<file path="src/rtl/kbd_pkg.sv">
// Shared definitions for the PS/2 Set 2 scan-code decoder: FSM states,
// prefix byte values and status-byte classification.
package kbd_pkg;

    typedef enum logic [2:0] {
        IDLE_ST    = 3'd0,
        EXT_ST     = 3'd1,
        BRK_ST     = 3'd2,
        EXT_BRK_ST = 3'd3,
        PAUSE_ST   = 3'd4
    } state_e;

    localparam logic [7:0] PFX_EXT    = 8'hE0;
    localparam logic [7:0] PFX_BRK    = 8'hF0;
    localparam logic [7:0] PFX_PAUSE  = 8'hE1;
    localparam int unsigned PAUSE_SKIP = 7;
    localparam logic [8:0] KEY_PAUSE  = 9'h1E1;

    // Keyboard replies (self-test, ack, resend, errors) that carry no key event.
    function automatic logic is_status_byte(input logic [7:0] b);
        return b inside {8'h00, 8'hAA, 8'hEE, 8'hFA, 8'hFC, 8'hFE, 8'hFF};
    endfunction

endpackage

</file>
<file path="src/rtl/kbd_timeout.sv">
// Inter-byte gap counter: pulses expired when a sequence has been idle for
// TIMEOUT_CYCLES cycles.
module kbd_timeout #(
    parameter int unsigned TIMEOUT_CYCLES = 1_500_000
) (
    input  logic clk,
    input  logic resetN,
    input  logic enable,
    input  logic clear,
    output logic expired
);

    localparam int unsigned CW = (TIMEOUT_CYCLES > 1) ? $clog2(TIMEOUT_CYCLES) : 1;
    localparam logic [CW-1:0] LAST = CW'(TIMEOUT_CYCLES - 1);

    logic [CW-1:0] count_q, count_d;

    always_comb begin
        expired = enable && !clear && (count_q == LAST);
        if (!enable || clear || expired) begin
            count_d = '0;
        end else begin
            count_d = count_q + CW'(1);
        end
    end

    always_ff @(posedge clk or negedge resetN) begin
        if (!resetN) begin
            count_q <= '0;
        end else begin
            count_q <= count_d;
        end
    end

endmodule

</file>
<file path="src/rtl/scancode_dec.sv">
// PS/2 Set 2 scan-code decoder: folds E0/F0/E1 prefix sequences into one
// 9-bit key code with registered make/brake/seq_err pulses.
module scancode_dec
    import kbd_pkg::*;
#(
    parameter int unsigned TIMEOUT_CYCLES = 1_500_000
) (
    input  logic       clk,
    input  logic       resetN,
    input  logic [7:0] din,
    input  logic       din_new,
    output logic [8:0] keyCode,
    output logic       make,
    output logic       brake,
    output logic       seq_err
);

    state_e     state_q, state_d;
    logic [2:0] skip_q, skip_d;
    logic [8:0] key_q, key_d;
    logic       make_q, make_d;
    logic       brake_q, brake_d;
    logic       err_q, err_d;
    logic       expired;

    kbd_timeout #(
        .TIMEOUT_CYCLES(TIMEOUT_CYCLES)
    ) u_timeout (
        .clk    (clk),
        .resetN (resetN),
        .enable (state_q != IDLE_ST),
        .clear  (din_new),
        .expired(expired)
    );

    always_comb begin
        state_d = state_q;
        skip_d  = skip_q;
        key_d   = key_q;
        make_d  = 1'b0;
        brake_d = 1'b0;
        err_d   = 1'b0;
        if (din_new) begin
            case (state_q)
                IDLE_ST: begin
                    if (din == PFX_EXT) begin
                        state_d = EXT_ST;
                    end else if (din == PFX_BRK) begin
                        state_d = BRK_ST;
                    end else if (din == PFX_PAUSE) begin
                        state_d = PAUSE_ST;
                        skip_d  = 3'(PAUSE_SKIP);
                    end else if (!is_status_byte(din)) begin
                        key_d  = {1'b0, din};
                        make_d = 1'b1;
                    end
                end
                EXT_ST: begin
                    if (din == PFX_BRK) begin
                        state_d = EXT_BRK_ST;
                    end else if (din == PFX_EXT) begin
                        state_d = EXT_ST;
                    end else if (din == PFX_PAUSE || is_status_byte(din)) begin
                        err_d   = 1'b1;
                        state_d = IDLE_ST;
                    end else begin
                        key_d   = {1'b1, din};
                        make_d  = 1'b1;
                        state_d = IDLE_ST;
                    end
                end
                BRK_ST, EXT_BRK_ST: begin
                    if (din == PFX_EXT) begin
                        // A stray E0 is taken as the start of a new extended sequence.
                        err_d   = 1'b1;
                        state_d = EXT_ST;
                    end else if (din == PFX_BRK) begin
                        err_d = 1'b1;
                    end else if (din == PFX_PAUSE || is_status_byte(din)) begin
                        err_d   = 1'b1;
                        state_d = IDLE_ST;
                    end else begin
                        key_d   = {state_q == EXT_BRK_ST, din};
                        brake_d = 1'b1;
                        state_d = IDLE_ST;
                    end
                end
                PAUSE_ST: begin
                    skip_d = skip_q - 3'd1;
                    if (skip_q == 3'd1) begin
                        key_d   = KEY_PAUSE;
                        make_d  = 1'b1;
                        state_d = IDLE_ST;
                    end
                end
                default: state_d = IDLE_ST;
            endcase
        end else if (expired) begin
            err_d   = 1'b1;
            state_d = IDLE_ST;
            skip_d  = 3'd0;
        end
    end

    always_ff @(posedge clk or negedge resetN) begin
        if (!resetN) begin
            state_q <= IDLE_ST;
            skip_q  <= 3'd0;
            key_q   <= 9'h000;
            make_q  <= 1'b0;
            brake_q <= 1'b0;
            err_q   <= 1'b0;
        end else begin
            state_q <= state_d;
            skip_q  <= skip_d;
            key_q   <= key_d;
            make_q  <= make_d;
            brake_q <= brake_d;
            err_q   <= err_d;
        end
    end

    assign keyCode = key_q;
    assign make    = make_q;
    assign brake   = brake_q;
    assign seq_err = err_q;

endmodule

</file>
<file path="config.mk">
export PLATFORM = sky130hd
export DESIGN_NAME = scancode_dec
export DESIGN_NICKNAME = d
export VERILOG_FILES = /design/src/rtl/kbd_pkg.sv /design/src/rtl/kbd_timeout.sv /design/src/rtl/scancode_dec.sv
export SDC_FILE = /design/constraint.sdc
export NUM_CORES = 1
export LEC_CHECK = 0
export ABC_AREA = 1
export ABC_CLOCK_PERIOD_IN_PS = 1500
export BUFFER_PORTS_ARGS = -buffer_cell sky130_fd_sc_hd__buf_4
export CAP_MARGIN = 20
export CORE_MARGIN = 3
export CORE_UTILIZATION = 45
export CTS_CLUSTER_SIZE = 12
export DETAILED_ROUTE_END_ITERATION = 8
export PLACE_DENSITY = 0.75
export SETUP_SLACK_MARGIN = 0.3
export SLEW_MARGIN = 0
export SYNTH_ARGS = -nofsm -noshare
export SYNTH_HDL_FRONTEND = slang
export SYNTH_SLANG_ARGS = --single-unit
</file>
<file path="constraint.sdc">
create_clock -name clk -period 1.5 [get_ports clk]
set_input_delay 0.075 -clock clk [delete_from_list [all_inputs] [get_ports clk]]
set_output_delay 0.075 -clock clk [all_outputs]
set_load 0.1 [all_outputs]
</file>
; ---- After elaboration in Yosys (flattened, before gate mapping)
; Index checks and enable logic that the tools add are counted.
[classes]
addsub = 2
eq_ne = 33
n_mux = 51
n_reduce_logical = 17
[op_table]
columns = cell, count
row1 = 2-to-1 mux 9 bit, 11
row2 = "equality test 8 bit, second input constant", 9
row3 = 2-to-1 mux 3 bit, 12
row4 = one-hot mux 9 bit (4 select lines), 1
row5 = "!= test 2 bit, second input constant", 11
row6 = "adder 21 x 1 -> 21 bit, second input constant", 1
row7 = "equality test 21 bit, second input constant", 1
row8 = 2-to-1 mux 1 bit, 21
row9 = 2-to-1 mux 21 bit, 1
row10 = AND reduction 13 bit, 1
row11 = "!= test 3 bit, second input constant", 4
row12 = one-hot mux 3 bit (4 select lines), 1
row13 = zero test 8 bit, 1
row14 = nonzero test 7 bit, 1
row15 = "equality test 3 x 1 -> 1 bit, second input constant", 2
row16 = "equality test 3 x 2 -> 1 bit, second input constant", 2
row17 = one-hot mux 3 bit (2 select lines), 1
row18 = "!= test 5 bit, second input constant", 1
row19 = AND reduction 5 bit, 1
row20 = "!= test 4 bit, second input constant", 1
row21 = AND reduction 4 bit, 1
row22 = nonzero test 4 bit, 1
row23 = "equality test 3 bit, second input constant", 1
row24 = zero test 3 bit, 1
row25 = 11 further kinds, 15
[totals]
output_inout_bits = 12
word_cells = 110
inputBits = 11
register_bits = 39

; ---- Longest topological paths before layout
[depth]
ltp_word = 8
mapped_depth = 11

; ---- Hierarchy
; Synthesis repeated with hierarchy kept, for this count alone.
[unflattened]
hier_cells = 354
area_unflattened_um2 = 2462.4
[modules_own_cells]
columns = module, area_per_inst_um2, cells_per_inst, instances
row1 = kbd_timeout, 1271.2, 174, 1
row2 = scancode_dec, 1191.1, 180, 1

; ---- Worst setup path after synthesis
; OpenSTA, ideal clock, no wires.
[synth_path]
kind = flip-flop to flip-flop
startpoint = register u_timeout.count_q[0]
endpoint = register u_timeout.count_q[15]
setup_slack_ps = -33
path_stages_with_launch = 10
arrival_time_ps = 1414
path_cell_list = dfrtp_1 ha_1 nand2_1 nor2_2 nand2_1 nor2_1 nand2_1 nand2_4 buf_6 nor2_1
[synth_between]
elab_chain_len = 4
word_cells_on_any_way = 5
[synth_rtl]
columns = item, line_no
row1 = start: declaration, kbd_timeout.sv:16  ; logic [CW-1:0] count_q, count_d;
row2 = start signal: assignment, kbd_timeout.sv:31  ; count_q <= count_d;
row3 = branches (longest 3 deep; another with adder 21 x 1 -> 21 bit), --
row4 = 2-to-1 mux 21 bit (*), kbd_timeout.sv:20  ; if (!enable || clear || expired) begin
row5 = net u_timeout.count_d[15], kbd_timeout.sv:16
; Mark *: on every way through the listed nets, which the timed path passes.
; A chain may end at the register's enable or synchronous reset.

; ---- Worst setup path after layout
[layout_path]
startpoint = register u_timeout.count_q[1]
endpoint = register skip_q[2]
[layout_between]
elab_chain_len = 4
[layout_rtl]
columns = item, line_no
row1 = equality test 21 bit, kbd_timeout.sv:19  ; expired = enable && !clear && (count_q == LAST);
row2 = logical AND 1 bit, kbd_timeout.sv:19
row3 = nonzero test 2 bit (no source line), --
row4 = AND reduction 5 bit (no source line), --
row5 = end signal: assignment, scancode_dec.sv:115  ; skip_q <= skip_d;
row6 = end: declaration, scancode_dec.sv:19  ; logic [2:0] skip_q, skip_d;
; No other way between the ends.

==> reports/results.ini <==
[timing]
hold-worst-slack_ns=0.111
max_clock_freq_ghz=0.671
skew_ns=0.00678
period_share_pct=99.3
slew_headroom_pct=67.6
setup-tns-final_ns=0
drv_slew=0
worst_slew_pin_slew_ns=0.487
hold_viol_final=0
setup_viol=0
finalCriticalPeriod_ns=1.49
rsz0062_at_grt=yes

[global_routing]
grt_use_met2_pct=36.9
grt_usage_pct=20.0
met1_usage_pct=23.0
grt_overflow=0
grt_max_degree=40
grt_pass1_vias=2271
grt.met3_usage_pct=3.72
antenna_found_initial=0
busiest_layer=met2
grt_pass1_wl_mm=10.0

[logic_synthesis]
async_flop_share_pct=100
synth-edff-count=0
syn_nets=345
synth_largest_area_cell=dfrtp_1
syn_inst=331
synth.most_common_cell=nand2_1
syn_area_per_cell_um2=7.34
yosysWarnings=0
ys.flop_type=dfrtp_1
ys_ff_latch=39
synth_area_um2=2430
synth_top_area_share_pct=40.2
yosys-top-cells-count=86 x nand2_1, 58 x nor2_1, 39 x dfrtp_1, 26 x inv_1, 24 x nand3_1
synthTopCellsByArea=dfrtp_1 40%, nand2_1 13%, nor2_1 9.0%
ys_seq_area_share_pct=40.2
synth_cell_types=29

[flow_run]
drv_cap=0

[drt]
routed_wl_mm=5.89
ant_nets=0
first_pass_iters=4
routed-via-count=2285
drtIter0Drc=109
vias_per_cell=5.07
wire_per_inst_um=13.1
drc=0

[pwr]
vdd_drop_max_v=0.00173
p_leak_nw=1.49
powerDensity_nw_per_um2=1480

[hold_path]
hold_depth=3
hold_path.class=input port to flop
min_to=state_q[0]
min-delay-start=din_new

[floorplan]
pin_count=23
dieArea_um2=6320
start_util_pct=47.0
die_x_um=79.5
die_y_um=79.5
core-area_um2=5170
rows=26

[finish]
drive_gt1_share_pct=33.9
syn_to_final_growth_pct=30.4
register_area_um2=978
fillCellCount=433
multi_input_area_um2=1460
num_antenna_cells=0
final_nets=394

[critical_path]
required_ns=1.69
end_kind=flop
worstRegToRegCells=10
cp_max_fo=3
r2r-start=u_timeout.count_q[1]
cp.arrival_ns=1.68
rr_endpoint=skip_q[2]
r2r_slack_ns=0.01
startpoint_type=flop
critical_path_class=flop to flop

[status]
status=finished, final reports clean

[clock_network]
cts-buffers-inserted=5
cts.htree.levels=2
cts_tree=built
cts_sinks=39
clockBufferDepth=2
clock_latency_ns=0.30
clkTransAtPathRegs_ns=0.08
root_buffer=clkbuf_8

[placement]
io_buffer_count=22
hpwl_mm=4.14
place.gp.congestion=0.975

timing repair:
action / 4_1_cts / 5_1_grt
buffers inserted: 4 / 2
endpoints found under the setup margin: 37 / 38
pin swaps: 7 / 8
endpoints found under the hold margin: 39 / 0
cloned: 2 / 0
hold buffers: 1 / 0
gates resized for setup: 19 / 24
flip-flops by register name, summed over array words and instances (netlist names):
signal / cells
state_q: 3
brake: 1
keyCode: 9
u_timeout.count_q: 21
make: 1
seq_err: 1
skip_q: 3
per-stage QoR:
stage          setup WS, ns  utilization (%)  cells  area [um^2]  total power [mW]
6_report             0.0101             61.2    451         3170              4.69
5_1_grt             -0.0663             61.2    451         3170              4.92
4_1_cts              0.0325             59.2    449         3060              4.52
3_5_place_dp        -0.0104             54.1    434         2800              3.38
3_3_place_gp         0.0675             54.1    434         2800              3.36
2_1_floorplan        0.0206                -    331         2460              2.95
critical path: stages (launching register included):
cell	delay, ns
dfrtp_1	0.37
ha_2	0.19
nand2_2	0.07
nor2_4	0.15
nand2_4	0.08
nor2_4	0.12
nand3_4	0.10
nand2_4	0.12
nand2_4	0.07
nand2_1	0.07
nand2_1	0.05
where the power goes:
part	total, mW	switching, mW	internal (mW)
Clock	0.935	0.396	0.539
Sequential	1.44	0.204	1.23
Combinational	2.32	1.63	0.688
Total	4.69	2.23	2.46
cells in the final DEF, fill, tap and decap left out, types with 3 or more instances in the layout:
cell type  synthesis  final
a21oi_2            0      3
nand4_1            7      7
nand2_2           22     23
nor2_1            58     53
nand2_4            3     11
clkbuf_8           0      6
o21ai_0            5      3
nor2_4             3      6
xor2_1             8      8
inv_1             26     23
inv_2             12     15
nand2_1           86     76
nor2_2             2      4
a21oi_1            8      5
nor3_1             7      6
buf_4              1     39
dfrtp_1           39     37
nand3_1           24     23
nand2_8            1      3
xnor2_1            3      3
metal layers:
layer  vias to the layer above  wire length (um)
met5                         -                 0
met4                         0               125
met3                        12               258
met2                        60              3120
met1                      1078              2390
li1                       1135                 -
worst max-delay path by stage:
stage                               startpoint                    end  slack [ns]  cells after the start
after floorplan           u_timeout.count_q[0]  u_timeout.count_q[15]        0.02                      9
after global placement    u_timeout.count_q[1]              skip_q[2]        0.07                     10
after detailed placement  u_timeout.count_q[1]              skip_q[2]       -0.01                     10
after CTS                 u_timeout.count_q[1]              skip_q[2]        0.03                     10
after global routing      u_timeout.count_q[1]              skip_q[0]       -0.07                     10
final                     u_timeout.count_q[1]              skip_q[2]        0.01                     10
cell type report:
cell class	count	share of cell area, %
Clock inverter	2	1.11
Inverter	39	4.70
Tap cell	70	2.76
Clock buffer	6	2.61
Sequential cell	39	30.9
Multi-Input combinational cell	251	46.2
Timing Repair Buffer	44	11.8
kinds of logic (layout without fill, tap and decap cells):
logic type / Yosys count / count (layout) / share of synthesized area, %
and+or+nand+nor: 218 / 219 / 42.2
adders and majority gates: 3 / 3 / 1.54
AOI/OAI and AO/OA: 18 / 18 / 4.74
DFF: 39 / 39 / 40.2
xor gates and xnor gates: 11 / 11 / 3.97
buffers and inverters: 42 / 91 / 7.36
No activity file was read; power rests on OpenSTA's default activity.
